## src/rtl/add_seq_pkg.sv

```systemverilog
// Shared definitions for the multi-precision add/subtract sequencer.
// Limb width and FSM state encoding used by the top and its adder.
package add_seq_pkg;

    localparam int LIMB_W = 16;

    typedef enum logic [1:0] {
        IDLE = 2'd0,
        RUN  = 2'd1,
        DONE = 2'd2
    } seq_state_e;

endpackage

```

## src/rtl/cla16_ripple.sv

```systemverilog
// 16-bit adder built from four 4-bit carry-lookahead groups; the group
// carries ripple from one group to the next.
module cla16_ripple
    import add_seq_pkg::*;
(
    input  logic [LIMB_W-1:0] a,
    input  logic [LIMB_W-1:0] b,
    input  logic              cin,
    output logic [LIMB_W-1:0] s,
    output logic              cout
);

    logic [LIMB_W-1:0] g;
    logic [LIMB_W-1:0] p;
    logic [LIMB_W:0]   cv;

    assign g = a & b;
    assign p = a ^ b;

    always_comb begin : carry_net
        logic grp_cin;
        logic acc;
        logic term;
        cv      = '0;
        cv[0]   = cin;
        grp_cin = cin;
        acc     = 1'b0;
        term    = 1'b0;
        for (int grp = 0; grp < LIMB_W / 4; grp++) begin
            // Each carry inside a group is a flat sum-of-products of the
            // group's generate/propagate terms and the group carry-in.
            for (int j = 1; j <= 4; j++) begin
                acc = grp_cin;
                for (int k = 0; k < j; k++) begin
                    acc = acc & p[4*grp + k];
                end
                for (int k = 0; k < j; k++) begin
                    term = g[4*grp + k];
                    for (int m = k + 1; m < j; m++) begin
                        term = term & p[4*grp + m];
                    end
                    acc = acc | term;
                end
                cv[4*grp + j] = acc;
            end
            grp_cin = cv[4*grp + 4];
        end
    end

    assign s    = p ^ cv[LIMB_W-1:0];
    assign cout = cv[LIMB_W];

endmodule

```

## src/rtl/add64_seq.sv

```systemverilog
// Multi-precision add/subtract sequencer: steps WORDS 16-bit limbs LSB-first
// through one shared cla16_ripple, chaining the carry through a register.
module add64_seq
    import add_seq_pkg::*;
#(
    parameter int WORDS = 4
) (
    input  logic                    clk,
    input  logic                    rst,
    input  logic                    start,
    input  logic                    sub,
    input  logic [LIMB_W*WORDS-1:0] a,
    input  logic [LIMB_W*WORDS-1:0] b,
    output logic                    busy,
    output logic                    done,
    output logic [LIMB_W*WORDS-1:0] sum,
    output logic                    cout,
    output logic                    ovf
);

    localparam int N     = LIMB_W * WORDS;
    localparam int IDX_W = $clog2(WORDS);
    localparam logic [IDX_W-1:0] LAST_IDX = IDX_W'(WORDS - 1);

    seq_state_e state_q;
    seq_state_e state_d;

    logic [WORDS-1:0][LIMB_W-1:0] opa_q;
    logic [WORDS-1:0][LIMB_W-1:0] opb_q;
    logic [WORDS-1:0][LIMB_W-1:0] sum_q;
    logic [IDX_W-1:0]             idx_q;
    logic                         carry_q;
    logic                         cout_q;
    logic                         ovf_q;

    logic              load;
    logic              step;
    logic              last;
    logic [LIMB_W-1:0] limb_a;
    logic [LIMB_W-1:0] limb_b;
    logic [LIMB_W-1:0] limb_s;
    logic              limb_cout;
    logic              limb_ovf;

    always_comb begin
        state_d = state_q;
        load    = 1'b0;
        step    = 1'b0;
        last    = 1'b0;
        case (state_q)
            IDLE, DONE: begin
                if (start) begin
                    state_d = RUN;
                    load    = 1'b1;
                end else begin
                    state_d = IDLE;
                end
            end
            RUN: begin
                step = 1'b1;
                if (idx_q == LAST_IDX) begin
                    state_d = DONE;
                    last    = 1'b1;
                end
            end
            default: state_d = IDLE;
        endcase
    end

    always_ff @(posedge clk) begin
        if (rst) begin
            state_q <= IDLE;
        end else begin
            state_q <= state_d;
        end
    end

    assign limb_a = opa_q[idx_q];
    assign limb_b = opb_q[idx_q];

    cla16_ripple u_cla (
        .a    (limb_a),
        .b    (limb_b),
        .cin  (carry_q),
        .s    (limb_s),
        .cout (limb_cout)
    );

    // opb holds the already-inverted subtrahend, so the sign test is uniform
    assign limb_ovf = (limb_a[LIMB_W-1] == limb_b[LIMB_W-1]) &&
                      (limb_s[LIMB_W-1] != limb_a[LIMB_W-1]);

    always_ff @(posedge clk) begin
        if (rst) begin
            opa_q   <= '0;
            opb_q   <= '0;
            sum_q   <= '0;
            idx_q   <= '0;
            carry_q <= 1'b0;
            cout_q  <= 1'b0;
            ovf_q   <= 1'b0;
        end else if (load) begin
            opa_q   <= a;
            opb_q   <= b ^ {N{sub}};
            sum_q   <= '0;
            idx_q   <= '0;
            carry_q <= sub;
        end else if (step) begin
            sum_q[idx_q] <= limb_s;
            carry_q      <= limb_cout;
            if (last) begin
                cout_q <= limb_cout;
                ovf_q  <= limb_ovf;
            end else begin
                idx_q <= idx_q + 1'b1;
            end
        end
    end

    assign busy = (state_q == RUN);
    assign done = (state_q == DONE);
    assign sum  = sum_q;
    assign cout = cout_q;
    assign ovf  = ovf_q;

endmodule

```

## config.mk

```make
export PLATFORM = sky130hd
export DESIGN_NAME = add64_seq
export DESIGN_NICKNAME = d
export VERILOG_FILES = /design/src/rtl/add_seq_pkg.sv /design/src/rtl/cla16_ripple.sv /design/src/rtl/add64_seq.sv
export SDC_FILE = /design/constraint.sdc
export NUM_CORES = 1
export LEC_CHECK = 0
export CELL_PAD_IN_SITES_DETAIL_PLACEMENT = 1
export CELL_PAD_IN_SITES_GLOBAL_PLACEMENT = 2
export CORE_UTILIZATION = 32
export CTS_CLUSTER_SIZE = 25
export DETAILED_ROUTE_END_ITERATION = 6
export PLACE_DENSITY = 0.88
export SETUP_SLACK_MARGIN = 0.3
export SLEW_MARGIN = 5
export SYNTH_ARGS = -nofsm -noshare
export SYNTH_HDL_FRONTEND = slang
export SYNTH_HIERARCHICAL = 1
export SYNTH_SLANG_ARGS = --single-unit
```

## constraint.sdc

```tcl
create_clock -name clk -period 11.5 [get_ports clk]
set_input_delay 1.15 -clock clk [delete_from_list [all_inputs] [get_ports clk]]
set_output_delay 1.15 -clock clk [all_outputs]
set_load 0.02 [all_outputs]
```

== Yosys cells after proc, flatten, opt, wreduce, memory -nomap -nowiden ==
Index checks and enable logic that the tools add are counted.

* Output and inout port bits: 68
* Bits of input ports: 132
* Word-level logic and storage cells: 137
* Register bits after elaboration: 199

* Magnitude comparators: 2
* Reduce and logical (&&, ||, !) cells: 8
* Add/subtract/negate cells: 1
* Bitwise operators: 86
* Eq/ne operators: 6
* Multiplexer cells: 17

{| class="wikitable"
|+ Operator list
! operator !! count
|-
| 16-bit binary-select mux with 2-bit select || 2
|-
| 64-bit bitwise mux || 1
|-
| 64-bit bitwise XOR || 1
|-
| 16-bit 2-to-1 mux || 3
|-
| 1-bit bitwise AND || 40
|-
| 1-bit OR || 40
|-
| 16-bit demux with 2-bit select || 1
|-
| 16-bit bitwise XOR || 2
|-
| 16-bit bitwise AND || 1
|-
| 1-bit 2-to-1 mux || 8
|-
| 2-bit equality test, second input constant || 2
|-
| 2-bit case mux with 2 select lines || 1
|-
| 2-bit OR reduction || 2
|-
| 2-bit by 3-bit less-than comparator with 1-bit output, second input constant || 1
|-
| 3-bit AND reduction || 1
|-
| 2-bit by 1-bit adder with 2-bit output, second input constant || 1
|-
| 2-bit by 1-bit equality test with 1-bit output, second input constant || 1
|-
| 2-bit by 1-bit greater-or-equal comparator with 1-bit output, second input constant || 1
|-
| 1-bit logical AND || 2
|-
| 2-bit zero test || 1
|-
| 2-bit 2-to-1 mux || 1
|-
| 2-bit by 1-bit inequality test with 1-bit output, second input constant || 1
|-
| 1-bit NOT || 2
|-
| 2-bit AND reduction || 1
|-
| other kinds (3) || 3
|}

== Longest topological paths before layout ==
* Depth in word-level cells: 37
* Depth in mapped cells: 23
* Gate-level depth less buffers: 20

== Hierarchy ==
The synthesis kept the hierarchy.

{| class="wikitable"
|+ By module, submodules not included
! module !! cells each !! seq. area each (um^2) !! area each (um^2) !! times used
|-
| add64_seq || 924 || 3983.8 || 8190.4 || 1
|-
| cla16_ripple || 64 || 0.0 || 590.6 || 1
|}

== Least setup slack after synthesis ==
No wires, ideal clock.

* Kind: register to register
* Start point: reg idx_q[1]
* End point: reg ovf_q, in the netlist ovf
* Data arrival time: 4.824 ns
* Path buffers: 3
* Period minus slack after synthesis: 4.912 ns
* Setup time: 0.088 ns
* Data required time: 11.412 ns
* Stages on the path, launching flop included: 24
* Path slack: 6.588 ns
* Path through: dfxtp_1 -> buf_2 -> buf_2 -> buf_2 -> mux4_2 -> ha_1 -> ha_1 -> o211ai_1 -> nand2_1 -> a21o_1 -> ha_1 -> o211ai_1 -> nand2_1 -> a21o_1 -> ha_1 -> o211ai_1 -> nand2_1 -> a21o_1 -> ha_1 -> o211ai_1 -> nand2_1 -> xor2_1 -> or3b_1 -> a311oi_2

* Longest elaborated chain between the ends: 36
* Elaborated cells on any way between the ends: 65
* Classes of those cells: eq/ne: 3; mux: 6; bitwise: 54; reduce/logical: 2

{| class="wikitable"
|+ RTL lines
! element !! line !! text
|-
| start, declared || add64_seq.sv:31 || <nowiki>logic [IDX_W-1:0] idx_q;</nowiki>
|-
| start signal, assigned || add64_seq.sv:115 || <nowiki>idx_q <= idx_q + 1'b1;</nowiki>
|-
| 16-bit binary-select mux with 2-bit select * || add64_seq.sv:79 || <nowiki>assign limb_b = opb_q[idx_q];</nowiki>
|-
| 16-bit 2-to-1 mux (implied by the code) * || add64_seq.sv:79 ||
|-
| net limb_b[0] || add64_seq.sv:40 || <nowiki>logic [LIMB_W-1:0] limb_b;</nowiki>
|-
| 16-bit bitwise XOR || cla16_ripple.sv:18 || <nowiki>assign p = a ^ b;</nowiki>
|-
| 1-bit bitwise AND (4 in series) || cla16_ripple.sv:35 || <nowiki>acc = acc & p[4*grp + k];</nowiki>
|-
| 1-bit OR * (4 in series) || cla16_ripple.sv:42 || <nowiki>acc = acc | term;</nowiki>
|-
| 1-bit bitwise AND * (4 in series) || cla16_ripple.sv:35 ||
|-
| 1-bit OR * (4 in series) || cla16_ripple.sv:42 ||
|-
| 1-bit bitwise AND * (4 in series) || cla16_ripple.sv:35 ||
|-
| 1-bit OR * (4 in series) || cla16_ripple.sv:42 ||
|-
| 1-bit bitwise AND * (3 in series) || cla16_ripple.sv:35 ||
|-
| 1-bit OR * (3 in series) || cla16_ripple.sv:42 ||
|-
| 16-bit bitwise XOR * || cla16_ripple.sv:50 || <nowiki>assign s = p ^ cv[LIMB_W-1:0];</nowiki>
|-
| net limb_s[15] || add64_seq.sv:41 || <nowiki>logic [LIMB_W-1:0] limb_s;</nowiki>
|-
| 1-bit inequality test * || add64_seq.sv:91 || <nowiki>(limb_s[LIMB_W-1] != limb_a[LIMB_W-1]);</nowiki>
|-
| 1-bit logical AND * || add64_seq.sv:90 || <nowiki>assign limb_ovf = (limb_a[LIMB_W-1] == limb_b[LIMB_W-1]) &&</nowiki>
|-
| end signal, assigned || add64_seq.sv:113 || <nowiki>ovf_q <= limb_ovf;</nowiki>
|-
| end, declared || add64_seq.sv:34 || <nowiki>logic ovf_q;</nowiki>
|}

Mark *: on every way through the listed nets, which the timed path passes. The rest lies on a longest branch. The select of a mux whose other input is x is not followed.
A chain may end at the register's enable or synchronous reset.

== Final worst setup path ==
* Start point: reg idx_q[0]
* End point: reg ovf_q, in the netlist ovf

Same word-level chain as after synthesis.

==> reports/metrics.yaml <==
worst_hold_path:
  hp-class: "reg2reg"
global_route:
  grt_pass1_wl_um: 40650
  grt_pass1_vias: 7449
  grt_start_max_net_pins: 99
  antenna_found_initial: 1
  grt_usage: 0.1873
  overflow: 0
die:
  die_h_um: 167.7
  initial_core_util: 0.3258
  core_area_um2: 26950
  num_io_pins: 200
  dieArea_um2: 28110
  die_x_um: 167.7
  num_rows: 60
synthesis:
  synth.distinct_cells: 26
  syn_inst: 988
  synth_area_um2: 8781
  ys_warn_count: 6
  synth_nets: 1148
  avgSynthCellArea_um2: 8.888
  ys_seq_area_frac: 0.4537
  ys_ff_latch: 199
job:
  maxCapViolCount: 0
clock_tree:
  cts_buffers: 17
  cts_root_buf: "clkbuf_16"
  clk_path_buf_depth: 2
  cts_sinks: 199
  clk_latency_ns: 0.44
  hold_buffers: 0
  htreeDepth: 4
  post_cts_buffers: 0
  cts_resized: 0
  path_clk_slew_ns: 0.07
  tritoncts: "built"
status:
  status: "completed"
final_layout:
  final_area_um2: 11570
  synthToLayoutAreaGrowth_pct: 31.78
  insertedDiodeCount: 0
  drive_gt1_frac: 0.06632
  final_cell_mix: "nand2_1 (262), dfxtp_1 (197), clkdlybuf4s50_1 (197)"
  nFillCells: 3077
  final_nets: 1293
  final_common_cell: "nand2_1"
critical_path:
  cp-start-kind: "flop"
  crit_type: "reg2reg"
  endpoint_kind: "flop"
  path_max_fanout: 30
  cp_data_arrival_time_ns: 5.93
  critical_path_required_ns: 11.84
detailed_routing:
  via_count: 7242
  avgRoutedWirePerCell_um: 17.43
  drc: 0
  first_iter_violations: 385
  ant_nets: 0
  dr.pass1.iters: 4
  viasPerCell: 4.870
  wl_um: 25920
power:
  vdd_drop_max_mv: 0.09208
  power_density_nw_per_um2: 145.6
  p_leak_nw: 4.087
sta:
  hold_viol: 0
  fmax_mhz: 178.9
  fin_crit_ns: 5.589
  finalMaxSlewViolations: 0
  fin_skew_ns: 0.01180
  relSlewSlack: 0.3344
  grt_setup_unrepaired: "false"
  tightest_slew_ns: 0.9984
  setup_tns_ns: 0
  setup_violations: 0
  period_share: 0.4860
placement:
  placed_area_um2: 10930
  io_buffers: 199
  dp_hpwl_um: 18850
  place_congestion: 0.7790
## critical path, cell delays in order (launching register included)
cell and delay [ns]:
dfxtp_2 0.43, buf_4 0.52, mux4_2 0.60, ha_1 0.29, ha_1 0.20, o211ai_1 0.16
nand2_1 0.11, a21o_1 0.22, ha_1 0.20, o211ai_1 0.18, nand2_1 0.11, a21o_1 0.22
ha_1 0.21, o211ai_1 0.18, nand2_1 0.11, a21o_1 0.22, ha_1 0.20, o211ai_1 0.18
nand2_1 0.12, xor2_1 0.38, or3b_1 0.41, a311oi_2 0.23
## cells in the mapped netlist
master	number	share of area
dfxtp_1	199	0.45
o211ai_1	4	0.0034
inv_1	6	0.0026
xor2_1	7	0.0070
a311oi_2	1	0.0017
buf_2	22	0.013
a21o_1	4	0.0034
mux2i_1	2	0.0023
xnor2_1	70	0.070
a21oi_1	133	0.076
nor3b_1	1	0.00086
buf_6	1	0.0013
or3b_1	1	0.0010
ha_1	24	0.034
fa_1	4	0.0091
a211oi_1	65	0.056
mux4_2	32	0.082
and3b_1	4	0.0040
nand2_1	262	0.11
nand3b_1	5	0.0043
nor2_1	75	0.032
clkbuf_1	48	0.021
buf_1	9	0.0038
nand2b_1	2	0.0014
nor2b_1	3	0.0021
o21a_1	4	0.0034
## routing by layer
layer  share of wire  vias to the layer above  wire, µm  GRT usage
met5         0.00042                        -        11          0
met3           0.029                       22       753    0.02931
met4           0.012                        2       319    0.05265
met2            0.47                      140     12220     0.3112
met1            0.49                     3463     12610     0.2509
li1                -                     3615         -          -
## sequential cells by signal, indices dropped and copies added (netlist names)
name     count
opa_q       64
opb_q       64
sum         64
idx_q        2
state_q      2
carry_q      1
cout         1
ovf          1
## cell families (layout without fill, tap and decap cells)
logic type	after synthesis	count (layout)	synth area share
multiplexers	34	34	0.08435
XOR/XNOR	77	77	0.07680
adder cells (fa/ha/maj)	28	28	0.04332
buffers and inverters	86	244	0.04075
AO/OA/AOI/OAI	211	211	0.1433
flip-flops	199	199	0.4537
AND/OR/NAND/NOR	353	353	0.1577
## where the power goes
group / internal, W / switching [W]
Clock: 0.000394 / 0.000269
Sequential: 0.000727 / 0.0000235
Combinational: 0.000123 / 0.000147
Total: 0.00124 / 0.000440
## layout make-up
class / count / area (µm²) / area share
clock buffers: 21 / 450.4 / 0.03893
well taps: 341 / 426.7 / 0.03687
multi-input cells: 703 / 4452 / 0.3847
repair buffers: 206 / 2039 / 0.1763
flip-flops and latches: 199 / 3986 / 0.3445
clock inverters: 11 / 193.9 / 0.01676
inverters: 6 / 22.52 / 0.001946
## path summary, 6_finish.rpt
check	cells after the start	from	slack, ns	end
worst max-delay path	21	idx_q[0]$_SDFFE_PP0P_	5.91	ovf$_SDFFE_PP0P_
worst min-delay path	2	sum[55]$_SDFFE_PP0P_	0.46	sum[55]$_SDFFE_PP0P_
worst max register to register	21	idx_q[0]$_SDFFE_PP0P_	5.91	ovf$_SDFFE_PP0P_
worst min register to register	2	sum[55]$_SDFFE_PP0P_	0.46	sum[55]$_SDFFE_PP0P_
## through the flow
| stage | hold WS, ns | utilization | instances | worst slack [ns] | total power (W) |
|---|---|---|---|---|---|
| floorplan | 0.4331 | - | 988 | 6.588 | 0.0009234 |
| global placement | 0.4420 | 0.4054 | 1455 | 6.074 | 0.001033 |
| detailed placement | 0.4475 | 0.4054 | 1455 | 5.860 | 0.001040 |
| CTS | 0.4569 | 0.4293 | 1487 | 5.838 | 0.001703 |
| global route | 0.4724 | 0.4293 | 1487 | 5.454 | 0.001752 |
| finish | 0.4555 | 0.4293 | 1487 | 5.911 | 0.001684 |
(Power assumes the default switching activity.)
